--- src/rtl/ncl_pkg.sv ---
// Shared dual-rail (NCL) pair codes, link state type and pair helpers for the
// clocked dual-rail adder.
package ncl_pkg;

    localparam logic [1:0] DR_NULL = 2'b00;
    localparam logic [1:0] DR_0    = 2'b01;
    localparam logic [1:0] DR_1    = 2'b10;
    localparam logic [1:0] DR_ILL  = 2'b11;

    typedef enum logic {
        LNULL = 1'b0,
        LDATA = 1'b1
    } link_state_e;

    function automatic logic dr_complete(input logic [1:0] p);
        return (p == DR_0) || (p == DR_1);
    endfunction

    function automatic logic dr_allnull(input logic [1:0] p);
        return (p == DR_NULL);
    endfunction

    function automatic logic [1:0] dr_encode(input logic v);
        return v ? DR_1 : DR_0;
    endfunction

    // Only valid for legal DATA pairs; NULL and illegal decode as 0.
    function automatic logic dr_decode(input logic [1:0] p);
        return (p == DR_1);
    endfunction

endpackage

--- src/rtl/ncl_dr_link.sv ---
// One hysteresis output link: captures encoded DATA on a COMPLETE wavefront
// while downstream requests DATA, and returns to NULL on an ALLNULL wavefront.
module ncl_dr_link
    import ncl_pkg::*;
#(
    parameter int N = 1
) (
    input  logic           clk,
    input  logic           init_n,
    input  logic           in_complete,
    input  logic           in_allnull,
    input  logic           comp,
    input  logic [N-1:0]   data,
    output logic [2*N-1:0] dr,
    output logic           is_data,
    output logic           is_null
);

    link_state_e      state_q, state_d;
    logic [2*N-1:0]   dr_q, dr_d;
    logic [2*N-1:0]   dr_enc;

    generate
        for (genvar gi = 0; gi < N; gi++) begin : g_enc
            assign dr_enc[2*gi +: 2] = dr_encode(data[gi]);
        end
    endgenerate

    always_comb begin
        state_d = state_q;
        dr_d    = dr_q;
        case (state_q)
            LNULL: begin
                if (in_complete && !comp) begin
                    state_d = LDATA;
                    dr_d    = dr_enc;
                end
            end
            LDATA: begin
                if (in_allnull && comp) begin
                    state_d = LNULL;
                    dr_d    = '0;
                end
            end
            default: begin
                state_d = LNULL;
                dr_d    = '0;
            end
        endcase
    end

    always_ff @(posedge clk or negedge init_n) begin
        if (!init_n) begin
            state_q <= LNULL;
            dr_q    <= '0;
        end else begin
            state_q <= state_d;
            dr_q    <= dr_d;
        end
    end

    assign dr      = dr_q;
    assign is_data = (state_q == LDATA);
    assign is_null = (state_q == LNULL);

endmodule

--- src/rtl/ncl_addn_dr.sv ---
// Clocked WIDTH-bit dual-rail adder with independent sum/cout NCL links and a
// registered TH22 completion back to upstream. Option: NCL_ADD_CODE_CHECK_EN.
module ncl_addn_dr
    import ncl_pkg::*;
#(
    parameter int WIDTH = 4
) (
    input  logic               clk,
    input  logic               init_n,
    input  logic [2*WIDTH-1:0] a,
    input  logic [2*WIDTH-1:0] b,
    input  logic [1:0]         cin,
    output logic               in_comp,
    output logic [2*WIDTH-1:0] sum,
    input  logic               sum_comp,
    output logic [1:0]         cout,
    input  logic               cout_comp,
    output logic               err
);

    localparam int NP = 2*WIDTH + 1;

    logic [2*NP-1:0] pairs;
    logic [NP-1:0]   pair_ok;
    logic [NP-1:0]   pair_null;
    logic [WIDTH-1:0] a_bin, b_bin;
    logic            cin_bin;
    logic            in_complete, in_allnull;
    logic [WIDTH:0]  sum_full;

    assign pairs = {cin, b, a};

    // Illegal 11 pairs fail both tests, so they always classify as PARTIAL.
    generate
        for (genvar gi = 0; gi < NP; gi++) begin : g_class
            assign pair_ok[gi]   = dr_complete(pairs[2*gi +: 2]);
            assign pair_null[gi] = dr_allnull(pairs[2*gi +: 2]);
        end
        for (genvar gi = 0; gi < WIDTH; gi++) begin : g_dec
            assign a_bin[gi] = dr_decode(a[2*gi +: 2]);
            assign b_bin[gi] = dr_decode(b[2*gi +: 2]);
        end
    endgenerate

    assign cin_bin     = dr_decode(cin);
    assign in_complete = &pair_ok;
    assign in_allnull  = &pair_null;
    assign sum_full    = {1'b0, a_bin} + {1'b0, b_bin} + {{WIDTH{1'b0}}, cin_bin};

    logic sum_is_data, sum_is_null;
    logic cout_is_data, cout_is_null;

    ncl_dr_link #(.N(WIDTH)) u_sum_link (
        .clk         (clk),
        .init_n      (init_n),
        .in_complete (in_complete),
        .in_allnull  (in_allnull),
        .comp        (sum_comp),
        .data        (sum_full[WIDTH-1:0]),
        .dr          (sum),
        .is_data     (sum_is_data),
        .is_null     (sum_is_null)
    );

    ncl_dr_link #(.N(1)) u_cout_link (
        .clk         (clk),
        .init_n      (init_n),
        .in_complete (in_complete),
        .in_allnull  (in_allnull),
        .comp        (cout_comp),
        .data        (sum_full[WIDTH]),
        .dr          (cout),
        .is_data     (cout_is_data),
        .is_null     (cout_is_null)
    );

    logic in_comp_q, in_comp_d;

    always_comb begin
        in_comp_d = in_comp_q;
        if (sum_is_data && cout_is_data) begin
            in_comp_d = 1'b1;
        end else if (sum_is_null && cout_is_null) begin
            in_comp_d = 1'b0;
        end
    end

    always_ff @(posedge clk or negedge init_n) begin
        if (!init_n) begin
            in_comp_q <= 1'b0;
        end else begin
            in_comp_q <= in_comp_d;
        end
    end

    assign in_comp = in_comp_q;

`ifdef NCL_ADD_CODE_CHECK_EN
    logic [NP-1:0] pair_ill;
    logic          err_q, err_d;

    generate
        for (genvar gi = 0; gi < NP; gi++) begin : g_ill
            assign pair_ill[gi] = (pairs[2*gi +: 2] == DR_ILL);
        end
    endgenerate

    always_comb begin
        err_d = err_q | (|pair_ill);
    end

    always_ff @(posedge clk or negedge init_n) begin
        if (!init_n) begin
            err_q <= 1'b0;
        end else begin
            err_q <= err_d;
        end
    end

    assign err = err_q;
`else
    assign err = 1'b0;
`endif

endmodule
--- config.mk ---
export PLATFORM = sky130hd
export DESIGN_NAME = ncl_addn_dr
export DESIGN_NICKNAME = d
export VERILOG_FILES = /design/src/rtl/ncl_pkg.sv /design/src/rtl/ncl_dr_link.sv /design/src/rtl/ncl_addn_dr.sv
export SDC_FILE = /design/constraint.sdc
export NUM_CORES = 1
export LEC_CHECK = 0
export CAP_MARGIN = 5
export CORE_MARGIN = 3
export CORE_UTILIZATION = 35
export CTS_CLUSTER_SIZE = 12
export DETAILED_ROUTE_END_ITERATION = 8
export MAX_ROUTING_LAYER = met4
export PLACE_DENSITY_LB_ADDON = 0.12
export RECOVER_POWER = 100
export SLEW_MARGIN = 40
export SYNTH_ARGS = -nofsm -noshare
export SYNTH_HDL_FRONTEND = slang
export SYNTH_SLANG_ARGS = --single-unit
export TNS_END_PERCENT = 20
--- constraint.sdc ---
create_clock -name clk -period 2.3 [get_ports clk]
set_clock_uncertainty 0.1 [all_clocks]
set_input_delay 0.46 -clock clk [delete_from_list [all_inputs] [get_ports clk]]
set_output_delay 0.46 -clock clk [all_outputs]
set_load 0.1 [all_outputs]
# Yosys cells after proc, flatten, opt, wreduce, memory -nomap -nowiden
# Cells that the tools add are included.
# W data, S select, Z words.
# op_classes
addsub,2
n_eq_ne,22
n_mux,19
bitwise,2
reduce_logical,31
# op_table
op,n
$eq A2 B1 Y1 const B,9
$eq A2 B2 Y1 const B,9
$logic_not A2 Y1,9
$reduce_and A9 Y1,2
$mux W8,2
$pmux W8 S2,1
$mux W2,7
$logic_or A1 B1 Y1,9
$logic_and A1 B1 Y1,6
$mux W1,6
$add A4 B4 Y5,1
$add A5 B1 Y5,1
$ne A2 B1 Y1 const B,2
$ne A2 B2 Y1 const B,2
$pmux W1 S2,2
$pmux W2 S2,1
$reduce_and A2 Y1,2
$logic_not A1 Y1,2
$not A1 Y1,2
$reduce_bool A2 Y1,1
# word_totals
reg_bits,13

# Longest topological paths before layout
# Gate-level depths: netlist of run 1.
# depth
word_depth,6
ltp_mapped,9

# Cells and area by module
# From an unflattened synthesis of run 1, not the netlist that was laid out.
# unflattened
cells_unflattened,130
hier_area_um2,1283.7
# by_module_without_submodules
module,n_inst,cells_per_inst,area_each_um2,seq_area_each_um2
ncl_dr_link at u_sum_link,1,50,589.3,225.2
ncl_addn_dr,1,65,525.5,25.0
ncl_dr_link at u_cout_link,1,15,168.9,75.1

# Least setup slack after synthesis of run 1
# No wires, ideal clock.
# synth_timing
kind,in2reg
from,in a[0]
to,reg u_sum_link.dr_q[5] (netlist: u_sum_link.dr[5])
arrival_ns,1.853
path_slack_ns,0.221
cell_stages,9
path_buffers,0
path_cell_list,inv_1 -> ha_1 -> inv_1 -> fa_1 -> inv_1 -> fa_1 -> xnor2_1 -> nor2_1 -> a221o_1
# synth_between
elab_chain_len,6
word_cells_on_any_way,16
classes_between,add/sub (2); eq/ne (4); mux (3); reduce/logical (7)
# synth_lines
item,line,rtl
from (decl),ncl_addn_dr.sv:10,"input logic [2*WIDTH-1:0] a,"
$eq A2 B2 Y1 or $eq A2 B1 Y1 (tied branches),"ncl_pkg.sv:16, ncl_pkg.sv:29",
$add A4 B4 Y5 or $logic_or A1 B1 Y1 (tied branches),"ncl_addn_dr.sv:48, ncl_pkg.sv:16",
$add A5 B1 Y5 or $reduce_and A9 Y1 (tied branches),"ncl_addn_dr.sv:48, ncl_addn_dr.sv:46",
$mux W2 or $logic_and A1 B1 Y1 (tied branches),"ncl_pkg.sv:24, ncl_dr_link.sv:34",
$mux W8 or $ne A2 B1 Y1 (tied branches),n/a,
$pmux W8 S2 or $reduce_and A2 Y1 (tied branches),n/a,
to (signal assigned),ncl_dr_link.sv:58,dr_q <= dr_d;
to (decl),ncl_dr_link.sv:20,"logic [2*N-1:0] dr_q, dr_d;"
# Several ways; a longest one is shown, not always the timed one. The select of a mux whose other input is x is not followed.
# A chain may end at the register's enable or synchronous reset.

# Worst setup path after layout of run 1
# layout_timing
from,in cin[1]
to,reg u_sum_link.dr_q[5] (netlist: u_sum_link.dr[5])
# layout_between
elab_chain_len,6
word_cells_on_any_way,15
classes_between,add/sub (1); eq/ne (4); mux (3); reduce/logical (7)
# layout_lines
item,line,rtl
from (decl),ncl_addn_dr.sv:12,"input logic [1:0] cin,"
branches (longest 6 deep; another with $add A5 B1 Y5),n/a,
# Several ways; the timed one is not identified. The select of a mux whose other input is x is not followed.

==> results of run 1 <==
-- registers in the layout (all words and copies together), names as in the netlist --
register and flops:
in_comp 1, u_cout_link.dr 2, u_cout_link.is_data 1, u_sum_link.dr 8, u_sum_link.is_data 1
-- kinds of logic (layout without fill, tap and decap cells) --
family | after synthesis | after routing | synth area share
mux | 4 | 4 | 0.0351
flops | 13 | 13 | 0.277
other cells | 1 | 1 | 0.00319
simple gates | 39 | 39 | 0.200
compound gates | 18 | 18 | 0.119
buf+inv | 27 | 72 | 0.0895
xor+xnor | 1 | 1 | 0.00746
fa+ha+maj | 24 | 24 | 0.268
-- critical path, stage by stage --
cell                              delay [ns]
sky130_fd_sc_hd__clkdlybuf4s50_1        0.48
sky130_fd_sc_hd__ha_2                   0.17
sky130_fd_sc_hd__inv_2                  0.04
sky130_fd_sc_hd__fa_2                   0.36
sky130_fd_sc_hd__inv_2                  0.06
sky130_fd_sc_hd__fa_2                   0.23
sky130_fd_sc_hd__xnor2_2                0.13
sky130_fd_sc_hd__nor2_1                 0.05
sky130_fd_sc_hd__a221o_1                0.32
-- worst max path at each step --
stage	to	cells after the start	from	slack (ns)
3_5_place_dp	u_sum_link.dr[5]$_DFFE_PN0P_	10	a[0]	-0.37
4_1_cts	u_sum_link.dr[2]$_DFFE_PN0P_	9	a[0]	-0.01
5_1_grt	u_sum_link.dr[5]$_DFFE_PN0P_	9	b[1]	-0.0009
3_3_place_gp	u_sum_link.dr[5]$_DFFE_PN0P_	10	a[0]	-0.32
6_report	u_sum_link.dr[5]$_DFFE_PN0P_	9	cin[1]	0.05
2_1_floorplan	u_sum_link.dr[5]$_DFFE_PN0P_	9	a[0]	0.22
-- through the flow --
step                      std cells  total power (uW)
after global placement          212               728
after CTS                       216               881
final                           216               855
after detailed placement        212               737
after global routing            216               912
after floorplan                 127               604
-- power by group through the flow --
| stage | Combinational [uW] | Clock, uW | Sequential, uW |
|---|---|---|---|
| 2_1_floorplan | 119 | 0 | 485 |
| 3_3_place_gp | 440 | 0 | 288 |
| 3_5_place_dp | 447 | 0 | 290 |
| 4_1_cts | 452 | 143 | 285 |
| 5_1_grt | 464 | 158 | 289 |
| 6_report | 435 | 136 | 284 |
-- area by class of cell --
class	instances	area, um^2
clock buffers	4	26.3
fillers	316	1490
inverters	25	93.8
multi-input cells	87	781
flip-flops and latches	13	325
well taps	44	55.1
repair buffers	43	358
-- timing repair --
item,CTS,global route
pin swaps,1,7
endpoints found under the setup margin,3,6
resized for setup,4,19
-- cell usage in the layout (no fill, tap or decap), types with 3 or more instances in the layout --
cell / instances
sky130_fd_sc_hd__mux2i_1: 3
sky130_fd_sc_hd__clkdlybuf4s50_1: 16
sky130_fd_sc_hd__nand4_1: 3
sky130_fd_sc_hd__ha_2: 4
sky130_fd_sc_hd__inv_1: 18
sky130_fd_sc_hd__nand2_1: 11
sky130_fd_sc_hd__inv_2: 7
sky130_fd_sc_hd__ha_1: 18
sky130_fd_sc_hd__clkbuf_2: 11
sky130_fd_sc_hd__dlymetal6s2s_1: 4
sky130_fd_sc_hd__dfrtp_1: 13
sky130_fd_sc_hd__nor3b_1: 3
sky130_fd_sc_hd__buf_4: 10
sky130_fd_sc_hd__a221o_1: 3
sky130_fd_sc_hd__nor2_1: 7
sky130_fd_sc_hd__clkbuf_4: 4
-- layer usage --
layer	up-vias	track usage	part of all wire
met1	476	0.158	0.43
met3	0	0.0158	0.042
met2	21	0.261	0.53
met5	-	-	0
li1	526	-	-
met4	0	0.0647	0
==> results_dict.tcl, run 1 <==
set metrics [dict create \
    yosys.cell_count.top_type "sky130_fd_sc_hd__inv_1" \
    cts.path.max_buffers 2 \
    ys_seq_area_frac 0.277 \
    relSlewSlack 0.613 \
    layout.cell_area.non_filler_mm2 0.00164 \
    via_count_of_the_first_global_routing_pass 1067 \
    timing.hold.worst_endpoint "in_comp$_DFFE_PN0P_" \
    worst_pin_slew_ns 0.579 \
    timing.critical_path.arrival_ns 2.31 \
    cts-htree-levels 1 \
    finalCritPeriodShare 0.977 \
    flip_flop_and_latch_count_after_synthesis 13 \
    finalWorstPathRequiredPeriod_ns 2.25 \
    timing.hold.worst_path_depth 1 \
    timing_max_transition_violations_final 0 \
    port-buffer-count 32 \
    endpoint_kind "register" \
    route.detailed.wl_per_inst_um 12.3 \
    reg2reg_setup_slack_ns 0.78 \
    netlist_area_mm2 0.00117 \
    post-cts-setup-buffer-count 0 \
    leakage_uw 0.000851 \
    irDropWorstVdd_mv 0.171 \
    synth_common_cells "sky130_fd_sc_hd__inv_1 (25), sky130_fd_sc_hd__ha_1 (22), sky130_fd_sc_hd__dfrtp_1 (13)" \
    power.density_cell_area_mw_per_mm2 521 \
    reg2reg_to "u_sum_link.dr[7]$_DFFE_PN0P_" \
    status "completed" \
    grt_first_pass_wirelength_um 4620 \
    postLayoutSetupSlackWorst_ns 0.0526 \
    clock_slew_seen_by_the_registers_of_the_worst_setup_and_hold_paths_ns 0.08 \
    start_util 0.376 \
    floorplan.io_pins 34 \
    synth-edff-count 0 \
    max_clock_freq_ghz 0.445 \
    place_hpwl_um 2310 \
    detailedPlace.worstSlack_ns -0.371 \
    placed_area_mm2 0.00159 \
    clock_power_share 0.159 \
    yosys_warnings 0 \
    holdWs_ns 0.408 \
    finalNetCount 219 \
    die_w_um 63.9 \
    post_route_antenna_net_violation_count 0 \
    sequentialPowerShare 0.332 \
    drv.max_cap_violation_count 0 \
    synth_top_area_cell "sky130_fd_sc_hd__dfrtp_1" \
    synth_area_leaders "sky130_fd_sc_hd__dfrtp_1 (28%), sky130_fd_sc_hd__ha_1 (23%), sky130_fd_sc_hd__inv_1 (8.0%)" \
    die_area_mm2 0.00409 \
    total_clock_sinks 13 \
    criticalPathCategory "input pin to register" \
    floorplan.rows 20 \
    synth-async-reset-ratio 1.00 \
    cts.root.buffer_cell "sky130_fd_sc_hd__clkbuf_4" \
    ys_types 37 \
    router_iterations_before_antenna_repair 4 \
    worst_setup_path_start_kind "input pin" \
    placeableCoreArea_mm2 0.00313 \
    reg2reg_depth 4 \
    synthDominantCellAreaShare 0.277 \
    drc_errors 0 \
    power.internal_uw 444 \
    dr_total_vias 1023 \
    drt_wl_total_um 2660 \
    grt.total_usage 0.144 \
    antenna_found_initial 0 \
    globalRoute.totalOverflow 0 \
    cts_hold_buf 0 \
    finalSetupViolations 0 \
    p_switching_uw 411 \
    routed_via_density 4.74 \
    critical_path_required_ns 2.36 \
    power.switching_fraction 0.480 \
    worst-path-max-fanout 2 \
    dieHeight_um 63.9 \
    grt_max_degree 15 \
    drt_iter0_markers 31 \
    drive_gt1_frac 0.279 \
    synth_cells 127 \
    hold_path_class "register to register" \
    synth.net_count 173 \
    report.final.hold_viol_count 0 \
    num_antenna_cells 0 \
    cts_buffers 3 \
    regToRegStartpoint "u_sum_link.is_data$_DFF_PN0_" \
    ys.flop_type "sky130_fd_sc_hd__dfrtp_1" \
    fin_setup_tns_ns 0 \
    tritoncts "done" \
    gpl.final_weighted_congestion 0.737 \
    final_core_utilization 0.524 \
    area_growth_syn_to_layout_pct 39.5 \
    timing.hold.worst.start "in_comp$_DFFE_PN0P_" \
    syn_area_per_cell_um2 9.25 \
    combPwrFrac 0.509 \
    clock_latency_late_sink_ns 0.26 \
]
Note: power is estimated with default switching activity, not from simulation.
==> run 2: changes to the inputs <==
HOLD_SLACK_MARGIN = 0.02   (was default)
==> results of run 2 <==
No change in the layout: final DEF, timing and power equal those of run 1.
==> run 3: changes to the inputs <==
CAP_MARGIN = default   (was 5)
MAX_ROUTING_LAYER = default   (was met4)
==> run 3 against run 2 <==
Via count barely moved. Register-to-register slack hardly changed. Sequential power hardly changed.
==> results_dict.tcl, run 3 (synthesis gave the netlist of run 1 again) <==
set metrics [dict create \
    clock_latency_late_sink_ns 0.26 \
    grt.total_usage 0.140 \
    cts_buffers 3 \
    timing.critical_path.arrival_ns 2.31 \
    place_hpwl_um 2310 \
    hold_path_class "register to register" \
    finalWorstPathRequiredPeriod_ns 2.25 \
    placeableCoreArea_mm2 0.00313 \
    most_used_cells_in_the_layout_excluding_fill_and_tap_cells "sky130_fd_sc_hd__inv_1 (18), sky130_fd_sc_hd__ha_1 (18), sky130_fd_sc_hd__clkdlybuf4s50_1 (16)" \
    routed_via_density 4.73 \
    worst-path-max-fanout 2 \
    reg2reg_depth 4 \
    crit_path_cell_trace "clkdlybuf4s50_1, ha_2, inv_2, fa_2, inv_2, fa_2, xnor2_2, nor2_1, a221o_1" \
    postLayoutSetupSlackWorst_ns 0.0530 \
    status "completed" \
    timing.hold.worst_path_depth 1 \
    die_w_um 63.9 \
    port-buffer-count 32 \
    report.power.total_uw 854 \
    power.density_cell_area_mw_per_mm2 521 \
    worst_pin_slew_ns 0.579 \
    start_util 0.376 \
    relSlewSlack 0.613 \
    worst_setup_path_start_kind "input pin" \
    drt_wl_total_um 2670 \
    crit_path_top_delay_cell "sky130_fd_sc_hd__clkdlybuf4s50_1" \
    cts.path.max_buffers 2 \
    drt_iter0_markers 31 \
    finalCritPeriodShare 0.977 \
    finalNetCount 219 \
    num_antenna_cells 0 \
    drive_gt1_frac 0.279 \
    combined_area_of_the_multi_input_logic_cells_um2 781 \
    router_iterations_before_antenna_repair 4 \
    leakage_uw 0.000851 \
    timing.critical_path.slowest_cell_delay_ns 0.48 \
    dieHeight_um 63.9 \
    grt_first_pass_wirelength_um 4600 \
    grt_max_degree 15 \
    fill_cells 316 \
    tritoncts "done" \
    floorplan.rows 20 \
    max_clock_freq_ghz 0.445 \
    placed_area_mm2 0.00159 \
    clock_slew_seen_by_the_registers_of_the_worst_setup_and_hold_paths_ns 0.08 \
    critical_path_required_ns 2.36 \
    report.final.hold_viol_count 0 \
    via_count_of_the_first_global_routing_pass 1065 \
    floorplan.io_pins 34 \
    route.detailed.wl_per_inst_um 12.3 \
    gpl.final_weighted_congestion 0.728 \
    post-cts-setup-buffer-count 0 \
    antenna_found_initial 0 \
    drc_errors 0 \
    area_growth_syn_to_layout_pct 39.5 \
    layout.cell_area.non_filler_mm2 0.00164 \
    cts-htree-levels 1 \
    die_area_mm2 0.00409 \
    drv.max_cap_violation_count 0 \
    timing_max_transition_violations_final 0 \
    total_clock_sinks 13 \
    post_route_antenna_net_violation_count 0 \
    criticalPathCategory "input pin to register" \
    globalRoute.totalOverflow 0 \
    cts.root.buffer_cell "sky130_fd_sc_hd__clkbuf_4" \
    footprint_of_the_flip_flops_and_latches_um2 325 \
    dr_total_vias 1022 \
    endpoint_kind "register" \
    largest_register_ffs 8 \
    finalSetupViolations 0 \
    detailedPlace.worstSlack_ns -0.371 \
    irDropWorstVdd_mv 0.171 \
]
-- run 3: cell counts in the layout (fill, tap and decap cells not counted) --
No cell type changed its count.
-- run 3: final timing paths --
path / startpoint / slack, ns / to
setup / recovery: cin[1] / 0.05 / u_sum_link.dr[5]$_DFFE_PN0P_
hold / removal: in_comp$_DFFE_PN0P_ / 0.41 / in_comp$_DFFE_PN0P_
setup reg to reg: u_sum_link.is_data$_DFF_PN0_ / 0.78 / u_sum_link.dr[7]$_DFFE_PN0P_
hold reg to reg: in_comp$_DFFE_PN0P_ / 0.41 / in_comp$_DFFE_PN0P_
max in group asynchronous: init_n / 1.20 / u_sum_link.is_data$_DFF_PN0_
min in group asynchronous: init_n / 0.52 / u_sum_link.dr[0]$_DFFE_PN0P_
-- run 3: cell type report --
class	count	share of cell area
Tap cell	44	0.0336
Clock buffer	4	0.0160
Inverter	25	0.0573
Sequential cell	13	0.198
Timing Repair Buffer	43	0.218
Multi-Input combinational cell	87	0.476
-- run 3: what timing repair did --
action / 4_1_cts / 5_1_grt
endpoints found under the setup margin: 3 / 6
gates resized for setup: 4 / 19
hold buffers: 0 / 0
pin swaps: 1 / 7
gates cloned: 0 / 0
-- run 3: per-stage QoR --
stage / utilization / hold slack, ns / TNS (ns) / std cells
2_1_floorplan: - / 0.0644 / 0 / 127
3_3_place_gp: 0.510 / 0.392 / -2.12 / 212
6_report: 0.524 / 0.407 / 0 / 216
5_1_grt: 0.524 / 0.430 / -0.000332 / 216
4_1_cts: 0.522 / 0.415 / -0.0207 / 216
3_5_place_dp: 0.510 / 0.398 / -2.50 / 212
-- run 3: critical path: cells and delay by family --
| kind | cells | cell delay, ns |
|---|---|---|
| fa+ha+maj | 3 | 0.76 |
| compound gates | 1 | 0.32 |
| buf+inv | 3 | 0.58 |
| simple gates | 1 | 0.05 |
| xor+xnor | 1 | 0.13 |
-- run 3: power breakdown --
part	leakage [uW]	switching, uW	internal, uW	total (uW)
clock network	0.0000150	68.9	67.1	136
registers	0.000173	26.3	258	284
logic	0.000663	315	119	434
total	0.000851	410	444	854
-- run 3: metal layers --
layer | track usage | share of wire
met4 | 0.0647 | 0
met5 | 0 | 0
met2 | 0.262 | 0.53
met3 | 0.0158 | 0.042
met1 | 0.156 | 0.43
